**config.mk**
```make
export PLATFORM = sky130hd
export DESIGN_NAME = mem_arbiter_flat
export DESIGN_NICKNAME = d
export VERILOG_FILES = /design/src/rtl/rv32i_types.sv /design/src/rtl/mem_arbiter_if.sv /design/src/rtl/mem_arbiter.sv /design/src/flat_wrapper.sv
export SDC_FILE = /design/constraint.sdc
export NUM_CORES = 1
export LEC_CHECK = 0
export CELL_PAD_IN_SITES_DETAIL_PLACEMENT = 1
export CELL_PAD_IN_SITES_GLOBAL_PLACEMENT = 1
export CORE_AREA = 3 3 140 142
export CTS_BUF_LIST = sky130_fd_sc_hd__clkbuf_16
export DETAILED_ROUTE_END_ITERATION = 6
export DIE_AREA = 0 0 143 145
export PLACE_DENSITY = 0.87
export SLEW_MARGIN = 20
export SYNTH_ARGS = -nofsm -noshare
export SYNTH_HDL_FRONTEND = slang
export SYNTH_SLANG_ARGS = --single-unit
```
**constraint.sdc**
```tcl
create_clock -name clk -period 4.1 [get_ports clk]
set_input_delay 0.82 -clock clk [delete_from_list [all_inputs] [get_ports clk]]
set_output_delay 0.82 -clock clk [all_outputs]
set_load 0.02 [all_outputs]
```
**src/rtl/rv32i_types.sv**
```systemverilog
// Shared RV32I type definitions: bus word/mask typedefs plus the memory arbiter enums.
package rv32i_types;

  typedef logic [31:0] rv32i_word;
  typedef logic [3:0]  rv32i_mem_wmask;

  typedef enum logic [1:0] {
    IDLE   = 2'd0,
    BUSY_I = 2'd1,
    BUSY_D = 2'd2
  } arb_state_t;

  typedef enum logic {
    INSTR = 1'b0,
    DATA  = 1'b1
  } arb_client_t;

  localparam rv32i_mem_wmask WMASK_ALL = 4'b1111;

endpackage

```
**src/rtl/mem_arbiter_if.sv**
```systemverilog
// One memory port bundle, used for both client ports and the physical memory port.
interface mem_arbiter_if;
  import rv32i_types::*;

  // Handshake: the master raises read or write with address/wdata/byte_enable and
  // holds them until it sees resp. resp is a single-cycle pulse, rdata is valid with it.
  logic           read;
  logic           write;
  rv32i_word      address;
  rv32i_word      wdata;
  rv32i_mem_wmask byte_enable;
  logic           resp;
  rv32i_word      rdata;

  modport master (
    output read, write, address, wdata, byte_enable,
    input  resp, rdata
  );

  modport slave (
    input  read, write, address, wdata, byte_enable,
    output resp, rdata
  );

endinterface

```
**src/rtl/mem_arbiter.sv**
```systemverilog
// Round-robin arbiter putting the instruction-fetch and data clients onto one memory port,
// with latched requests, a busy FSM and a sticky watchdog/illegal-request error flag.
module mem_arbiter
  import rv32i_types::*;
#(
  parameter int unsigned TIMEOUT = 1023,
  parameter int unsigned CNT_W   = 16
) (
  input  logic          clk,
  input  logic          rst,
  mem_arbiter_if.slave  i_bus,
  mem_arbiter_if.slave  d_bus,
  mem_arbiter_if.master pmem,
  output logic          err,
  output arb_state_t    dbg_state
);

  localparam logic [CNT_W-1:0] TMO = CNT_W'(TIMEOUT);

  arb_state_t     state, state_next;
  arb_client_t    last_grant;
  arb_client_t    grant;
  logic           grant_valid;
  logic           busy;
  logic           illegal;
  logic [CNT_W-1:0] cnt;

  rv32i_word      req_addr;
  rv32i_word      req_wdata;
  rv32i_mem_wmask req_be;
  logic           req_write;

  logic           i_req, d_req;

  // The instruction client is read-only; its write-side fields are never looked at.
  logic unused_i;
  assign unused_i = ^{i_bus.write, i_bus.wdata, i_bus.byte_enable};

  assign i_req   = i_bus.read;
  assign d_req   = d_bus.read | d_bus.write;
  assign busy    = (state != IDLE);
  assign illegal = d_bus.read & d_bus.write;
  assign dbg_state = state;

  always_comb begin
    state_next  = state;
    grant       = INSTR;
    grant_valid = 1'b0;
    case (state)
      IDLE: begin
        // On contention the client that did not win last time goes first.
        if (i_req && d_req) begin
          grant       = (last_grant == INSTR) ? DATA : INSTR;
          grant_valid = 1'b1;
        end else if (d_req) begin
          grant       = DATA;
          grant_valid = 1'b1;
        end else if (i_req) begin
          grant       = INSTR;
          grant_valid = 1'b1;
        end
        if (grant_valid) begin
          state_next = (grant == DATA) ? BUSY_D : BUSY_I;
        end
      end
      BUSY_I, BUSY_D: begin
        if (pmem.resp) begin
          state_next = IDLE;
        end
      end
      default: state_next = IDLE;
    endcase
  end

  always_ff @(posedge clk or posedge rst) begin
    if (rst) begin
      state      <= IDLE;
      last_grant <= INSTR;
      err        <= 1'b0;
      cnt        <= '0;
      req_addr   <= '0;
      req_wdata  <= '0;
      req_be     <= '0;
      req_write  <= 1'b0;
    end else begin
      state <= state_next;
      if (grant_valid) begin
        last_grant <= grant;
        cnt        <= '0;
        if (grant == DATA) begin
          req_addr  <= d_bus.address;
          req_wdata <= d_bus.wdata;
          req_be    <= d_bus.byte_enable;
          // read+write together is resolved as a write and flagged.
          req_write <= d_bus.write;
          if (illegal) begin
            err <= 1'b1;
          end
        end else begin
          req_addr  <= i_bus.address;
          req_wdata <= '0;
          req_be    <= WMASK_ALL;
          req_write <= 1'b0;
        end
      end else if (busy && !pmem.resp && (cnt != TMO)) begin
        cnt <= cnt + 1'b1;
      end
      if (busy && (cnt == TMO)) begin
        err <= 1'b1;
      end
    end
  end

  // Memory-side outputs come only from the latched request while busy.
  always_comb begin
    pmem.read        = busy & ~req_write;
    pmem.write       = busy & req_write;
    pmem.address     = busy ? req_addr  : '0;
    pmem.wdata       = busy ? req_wdata : '0;
    pmem.byte_enable = busy ? req_be    : '0;
  end

  always_comb begin
    i_bus.resp  = (state == BUSY_I) & pmem.resp;
    d_bus.resp  = (state == BUSY_D) & pmem.resp;
    i_bus.rdata = (state == BUSY_I) ? pmem.rdata : '0;
    d_bus.rdata = (state == BUSY_D) ? pmem.rdata : '0;
  end

endmodule

```
**src/flat_wrapper.sv**
```systemverilog
// flat-port wrapper written by rule: the top's interface ports become plain ports
module mem_arbiter_flat import rv32i_types::*;
#(
  parameter int unsigned TIMEOUT = 1023,
  parameter int unsigned CNT_W   = 16
)
  (clk, rst, err, dbg_state, i_bus_read, i_bus_write, i_bus_address, i_bus_wdata, i_bus_byte_enable, i_bus_resp, i_bus_rdata, d_bus_read, d_bus_write, d_bus_address, d_bus_wdata, d_bus_byte_enable, d_bus_resp, d_bus_rdata, pmem_read, pmem_write, pmem_address, pmem_wdata, pmem_byte_enable, pmem_resp, pmem_rdata);
  mem_arbiter_if i_bus_i ();
  mem_arbiter_if d_bus_i ();
  mem_arbiter_if pmem_i ();
  input  logic clk;
  input  logic rst;
  output logic err;
  output arb_state_t dbg_state;
  input wire logic [$bits(i_bus_i.read)-1:0] i_bus_read;
  input wire logic [$bits(i_bus_i.write)-1:0] i_bus_write;
  input wire logic [$bits(i_bus_i.address)-1:0] i_bus_address;
  input wire logic [$bits(i_bus_i.wdata)-1:0] i_bus_wdata;
  input wire logic [$bits(i_bus_i.byte_enable)-1:0] i_bus_byte_enable;
  output wire logic [$bits(i_bus_i.resp)-1:0] i_bus_resp;
  output wire logic [$bits(i_bus_i.rdata)-1:0] i_bus_rdata;
  input wire logic [$bits(d_bus_i.read)-1:0] d_bus_read;
  input wire logic [$bits(d_bus_i.write)-1:0] d_bus_write;
  input wire logic [$bits(d_bus_i.address)-1:0] d_bus_address;
  input wire logic [$bits(d_bus_i.wdata)-1:0] d_bus_wdata;
  input wire logic [$bits(d_bus_i.byte_enable)-1:0] d_bus_byte_enable;
  output wire logic [$bits(d_bus_i.resp)-1:0] d_bus_resp;
  output wire logic [$bits(d_bus_i.rdata)-1:0] d_bus_rdata;
  output wire logic [$bits(pmem_i.read)-1:0] pmem_read;
  output wire logic [$bits(pmem_i.write)-1:0] pmem_write;
  output wire logic [$bits(pmem_i.address)-1:0] pmem_address;
  output wire logic [$bits(pmem_i.wdata)-1:0] pmem_wdata;
  output wire logic [$bits(pmem_i.byte_enable)-1:0] pmem_byte_enable;
  input wire logic [$bits(pmem_i.resp)-1:0] pmem_resp;
  input wire logic [$bits(pmem_i.rdata)-1:0] pmem_rdata;
  assign i_bus_i.read = i_bus_read;
  assign i_bus_i.write = i_bus_write;
  assign i_bus_i.address = i_bus_address;
  assign i_bus_i.wdata = i_bus_wdata;
  assign i_bus_i.byte_enable = i_bus_byte_enable;
  assign i_bus_resp = i_bus_i.resp;
  assign i_bus_rdata = i_bus_i.rdata;
  assign d_bus_i.read = d_bus_read;
  assign d_bus_i.write = d_bus_write;
  assign d_bus_i.address = d_bus_address;
  assign d_bus_i.wdata = d_bus_wdata;
  assign d_bus_i.byte_enable = d_bus_byte_enable;
  assign d_bus_resp = d_bus_i.resp;
  assign d_bus_rdata = d_bus_i.rdata;
  assign pmem_read = pmem_i.read;
  assign pmem_write = pmem_i.write;
  assign pmem_address = pmem_i.address;
  assign pmem_wdata = pmem_i.wdata;
  assign pmem_byte_enable = pmem_i.byte_enable;
  assign pmem_i.resp = pmem_resp;
  assign pmem_i.rdata = pmem_rdata;
  mem_arbiter #(.TIMEOUT(TIMEOUT), .CNT_W(CNT_W)) u_core (.clk(clk), .rst(rst), .i_bus(i_bus_i), .d_bus(d_bus_i), .pmem(pmem_i), .err(err), .dbg_state(dbg_state));
endmodule
```
==> reports/qor.yml, run 1 <==
status: "completed"
core_um2: 18600
cellLeakagePower_nw: 3.30
whs_ps: 474
grt_pass1_wl_um: 26000
path_depth: 4
cp_max_fo: 33
critPathMaxStageDelay_ps: 740
drcViolationCount: 0
synth-async-reset-ratio: 1.00
required_ps: 3280
route.final.wire_length_um: 16700
powerDensity_nw_per_um2: 639
utilization: 0.437
path_clk_slew_ps: 60
clk_latency_ps: 340
cp_top_family: "adder cells"
nets: 930
yosysWarningCount: 0
synth_cells: 490
worst_setup_path_start_kind: "register"
irDropWorstVdd_mv: 0.257
area_delta_synth_final_pct: 69.5
ys_ff_latch: 89
drv_slew: 0
die_h_um: 145
clock_skew_ps: 7.75
synth_xor_xnor_area_share: 0.00183
holdPathStages: 2
diodes: 0
mappedNetlistArea_um2: 4790
reg2reg_to: "u_core.cnt[15]"
ios: 314
viasPerCell: 4.68
synth_compound_area_frac: 0.146
first_global_vias: 4866
synth_top_flop_cell: "dfrtp_1"
cts_tree: "yes"
globalplace.congestion: 0.757
hold_buffers: 0
antenna_found_initial: 0
design_area_um2: 8120
crit_arrival_ps: 2450
yosysSeqAreaShare: 0.465
grt_max_degree: 67
post-route-min-period_ps: 3270
avgSynthCellArea_um2: 9.77
worst_slew_pin_slew_ps: 973
drtAntennaViolNets: 0
hold_path.class: "register to register"
synthesis.nets: 669
die_area_um2: 20700
rsz0062_at_grt: "false"
ctsResizeCount: 0
r2r-start: "u_core.dbg_state[1]"
hold_end: "u_core.req_addr[7]"
dr_total_vias: 4626
cts_setup_buffers: 0
fin_total_pwr_mw: 5.19
cp_slowest_cell: "ha_1"
portBuffers: 276
synth.distinct_cells: 38
hold_viol: 0
numCtsBuffers: 9
layout_commonest_cell: "clkdlybuf4s50_1"
htree_levels: 3
detailedRoute.firstPassIterationCount: 4
fill_cells: 2073
start_util: 0.258
synth-edff-count: 0
end_kind: "primary output"
synthMuxAreaShare: 0.0753
synth-adder-area-share: 0.0105
hpwlAfterDp_um: 12800
ff2ff_setup_slack_ps: 1660
synth_simple_gate_area_share: 0.267
setup_tns_ps: 0
rows: 50
r2r_cells: 6
synth_top_family_by_area: "simple AND/OR/NAND/NOR gates"
fin_crit_sh: 0.797
root_buffer: "clkbuf_16"
worst-path-buf-inv: 2
mostFrequentLayoutCells: "276 x clkdlybuf4s50_1, 89 x dfrtp_1, 71 x nor2b_1"
clk_path_buf_depth: 2
globalRouteOverflowTotal: 0
drive_gt1_frac: 0.0411
cts_sinks: 89
die_x_um: 143
cap_violations: 0
max_freq_mhz: 306
drt-initial-drc-count: 132
crit_path_cell_trace: "inv_1, ha_1, and2_1, clkdlybuf4s50_1"
relSlewSlack: 0.346
finalSetupViolCount: 0
wl_per_cell_um: 16.9
grtUsageTotal: 0.158
dpl-instance-area_um2: 7840
worstHoldStart: "u_core.req_addr[7]"
critPathKind: "register to primary output"
-- flip-flops by register name (all words and copies together) (netlist names) --
signal	count
u_core.last_grant	1
u_core.dbg_state	2
u_core.req_addr	32
u_core.req_write	1
u_core.req_be	4
u_core.req_wdata	32
u_core.cnt	16
u_core.err	1
-- cell families after synthesis --
logic type | Yosys count
AND/OR/NAND/NOR | 218
AO/OA/AOI/OAI | 100
flip-flops | 89
buffers and inverters | 42
multiplexers | 36
adder cells (fa/ha/maj) | 4
XOR/XNOR | 1
-- synth_stat cells, types with 2 or more instances --
master	count	area, um2
a21oi_1	8	40.0
a22o_1	34	298
a31oi_1	2	12.5
and2_1	67	419
buf_1	3	11.3
buf_2	3	15.0
clkbuf_1	30	113
dfrtp_1	89	2230
ha_1	4	50.1
inv_1	6	22.5
mux2i_1	36	360
nand2_1	46	173
nand3_1	4	20.0
nand4_1	4	25.0
nand4bb_1	2	22.5
nor2_1	4	15.0
nor2b_1	71	444
nor3_1	3	15.0
nor4_1	2	12.5
o211ai_1	3	22.5
o21ai_0	33	165
o21ai_1	2	10.0
o22a_1	4	35.0
o31ai_1	10	75.1
or4_1	6	45.0
or4_4	2	22.5
-- area by class of cell --
type	instances	area (um2)	area share
inverters	6	23.8	0.00293
clock buffers	9	225	0.0278
repair buffers	286	2860	0.353
clock inverters	5	50.0	0.00617
well taps	234	293	0.0361
multi-input cells	359	2430	0.300
flip-flops and latches	89	2230	0.274
-- worst min-delay path: stages, from the launching register on --
cell and delay (ps):
dfrtp_1 330, nand2_1 40, o21ai_0 60
-- where the power goes --
group | leakage [nW] | switching [mW] | total (mW) | internal (mW)
Sequential | 1.12 | 0.176 | 1.39 | 1.21
Clock | 0.136 | 0.332 | 0.792 | 0.460
Combinational | 2.04 | 1.60 | 3.00 | 1.41
Total | 3.30 | 2.11 | 5.19 | 3.08
-- worst max-delay path by stage --
stage                                    from              end  slack [ps]
after floorplan                           rst    u_core.cnt[0]         970
after global placement              pmem_resp       i_bus_resp        1030
after detailed placement            pmem_resp       d_bus_resp        1020
after CTS                 u_core.dbg_state[0]  d_bus_rdata[24]         740
after global routing      u_core.dbg_state[1]  i_bus_rdata[19]         590
final                     u_core.dbg_state[0]  d_bus_rdata[24]         830
-- stage by stage --
stage | cells | setup WS, ps
3_5_place_dp | 974 | 1020
4_1_cts | 988 | 740
6_report | 988 | 832
5_1_grt | 988 | 592
2_1_floorplan | 490 | 973
3_3_place_gp | 974 | 1030
-- per-layer routing --
layer  part of all wire  GRT usage
met1               0.39      0.179
met2               0.49      0.271
met3              0.097     0.0517
met4              0.026     0.0618
met5                  0          0
No activity file was read; power rests on OpenSTA's default activity.
==> inputs of run 2 (changes only) <==
==> constraint.sdc (replaced) <==
create_clock -name clk -period 3.4 [get_ports clk]
set_input_delay 0.68 -clock clk [delete_from_list [all_inputs] [get_ports clk]]
set_output_delay 0.68 -clock clk [all_outputs]
set_load 0.02 [all_outputs]
==> reports/qor.yml, run 2 (same netlist as run 1, synthesis figures left out) <==
status: "completed"  # unchanged
cts_tree: "yes"  # unchanged
cellLeakagePower_nw: 3.33  # was 3.30 nW
fill_cells: 2081  # was 2,073
drtAntennaViolNets: 0  # unchanged
crit_arrival_ps: 2230  # was 2450 ps
mostFrequentLayoutCells: "276 x clkdlybuf4s50_1, 89 x dfrtp_1, 71 x nor2b_1"  # unchanged
cap_violations: 0  # unchanged
die_h_um: 145  # unchanged
critPathMaxStageDelay_ps: 590  # was 740 ps
clk_latency_ps: 340  # about the same
rows: 50  # unchanged
p_sw_mw: 2.55  # was 2.11 mW
max_freq_mhz: 344
post-route-min-period_ps: 2910
globalplace.congestion: 0.767  # was 0.757
end_kind: "primary output"  # unchanged
layout_commonest_cell: "clkdlybuf4s50_1"  # unchanged
grtUsageTotal: 0.158  # about the same
setup_tns_ps: 0  # unchanged
p_int_mw: 3.73  # was 3.08 mW
worst_slew_pin_slew_ps: 648  # was 973 ps
die_x_um: 143  # unchanged
first_global_vias: 4851  # was 4,866
dr_total_vias: 4654  # was 4,626
viasPerCell: 4.69  # was 4.68
critPathKind: "register to primary output"  # unchanged
drcViolationCount: 0  # unchanged
drv_slew: 0  # unchanged
nets: 933  # was 930
cts_sinks: 89  # unchanged
globalRouteOverflowTotal: 0  # unchanged
fin_total_pwr_mw: 6.28  # was 5.19 mW
detailedRoute.firstPassIterationCount: 4  # unchanged
start_util: 0.258  # unchanged
htree_levels: 3  # unchanged
grt_max_degree: 67  # unchanged
path_clk_slew_ps: 70  # was 60 ps
reg_top3: "u_core.req_addr: 32 flops, u_core.req_wdata: 32 flops, u_core.cnt: 16 flops"  # unchanged
sw_frac_of_total: 0.406  # about the same
clock_skew_ps: 7.90  # was 7.75 ps
combinationalPowerShare: 0.576  # was 0.579
hold_viol: 0  # unchanged
area_delta_synth_final_pct: 70.6  # was 69.5%
drt-initial-drc-count: 112  # was 132
dp.cells: 977  # was 974
rsz0062_at_grt: "false"  # unchanged
die_area_um2: 20700  # unchanged
wl_per_cell_um: 16.8  # was 16.9 um
root_buffer: "clkbuf_16"  # unchanged
fin_crit_sh: 0.856
antenna_found_initial: 1  # was 0
drive_gt1_frac: 0.0474  # was 0.0411
hold_path.class: "register to register"  # unchanged
clk_path_buf_depth: 2  # unchanged
portBuffers: 276  # unchanged
numCtsBuffers: 9  # unchanged
p_clk_frac: 0.158  # was 0.153
powerDensity_nw_per_um2: 769  # was 639 nW/um2
cp_max_fo: 42  # was 33
core_um2: 18600  # unchanged
ios: 314  # unchanged
ctsResizeCount: 0  # unchanged
stdcell_count: 993  # was 988
whs_ps: 469  # was 474 ps
cp_slowest_cell: "clkdlybuf4s50_1"  # was ha_1
seq_power_share: 0.266  # was 0.268
crit_path_cell_trace: "inv_1, ha_2, buf_4, nor2b_1, clkdlybuf4s50_1"  # was inv_1, ha_1, and2_1, clkdlybuf4s50_1
irDropWorstVdd_mv: 0.361  # was 0.257 mV
hold_buffers: 0  # unchanged
finalSetupViolCount: 0  # unchanged
required_ps: 2720  # was 3280 ps
hpwlAfterDp_um: 12900  # was 12,800 um
cts_setup_buffers: 0  # unchanged
relSlewSlack: 0.567  # was 0.346
worst_setup_path_start_kind: "register"  # unchanged
diodes: 0  # unchanged
grt_pass1_wl_um: 25900  # was 26,000 um
route.final.wire_length_um: 16600  # was 16,700 um
-- run 2: cell types whose count changed in the layout (fill, tap and decap cells not counted) --
cell    delta
inv_6      +1
buf_4      +2
nor3_2     +1
buf_12     +1
nor3_1     -1
inv_1      +1
-- run 2: final timing paths --
kind	startpoint	end	slack, ps	depth (start not counted)
worst max-delay path	u_core.dbg_state[0]	pmem_wdata[31]	490	5
worst min-delay path	u_core.req_addr[23]	u_core.req_addr[23]	470	2
worst max register to register	u_core.dbg_state[1]	u_core.cnt[15]	1130	6
worst min register to register	u_core.req_addr[23]	u_core.req_addr[23]	470	2
max in group asynchronous	rst	u_core.req_wdata[6]	1940	3
min in group asynchronous	rst	u_core.req_wdata[16]	720	2
-- run 2: critical path: cells and delay by family, from the launching register on --
family                     cells  cell delay (ps)
and+or+nand+nor                1              100
buffers and inverters          3             1120
DFF                            1              400
adders and majority gates      1              240
-- run 2: area by class of cell --
cell class	count	area [um2]	area share
clock buffer	9	225	0.0276
tap	234	293	0.0358
multi-input combinational	359	2440	0.299
timing repair buffer	289	2900	0.355
sequential	89	2230	0.273
inverter	6	23.8	0.00291
clock inverter	7	62.6	0.00766
-- run 2: per-stage QoR --
step	area, um2	setup slack, ps	util
after floorplan	4790	413	-
after global placement	7880	545	0.424
after detailed placement	7880	523	0.424
after CTS	8160	425	0.439
after global routing	8170	318	0.440
final	8170	489	0.440
-- run 2: power groups by stage --
stage	Clock (mW)	Combinational, mW	Sequential (mW)
final	0.992	3.62	1.67
after global placement	0	3.62	1.66
after floorplan	0	2.02	1.63
after CTS	1.03	3.70	1.67
after detailed placement	0	3.69	1.68
after global routing	1.08	3.91	1.73
-- run 2: routing by layer --
layer	GRT usage	wire, um	up-vias
met5	0	13	-
li1	-	-	2217
met4	0.0627	437	2
met1	0.179	6380	2202
met2	0.270	8140	211
met3	0.0527	1680	22
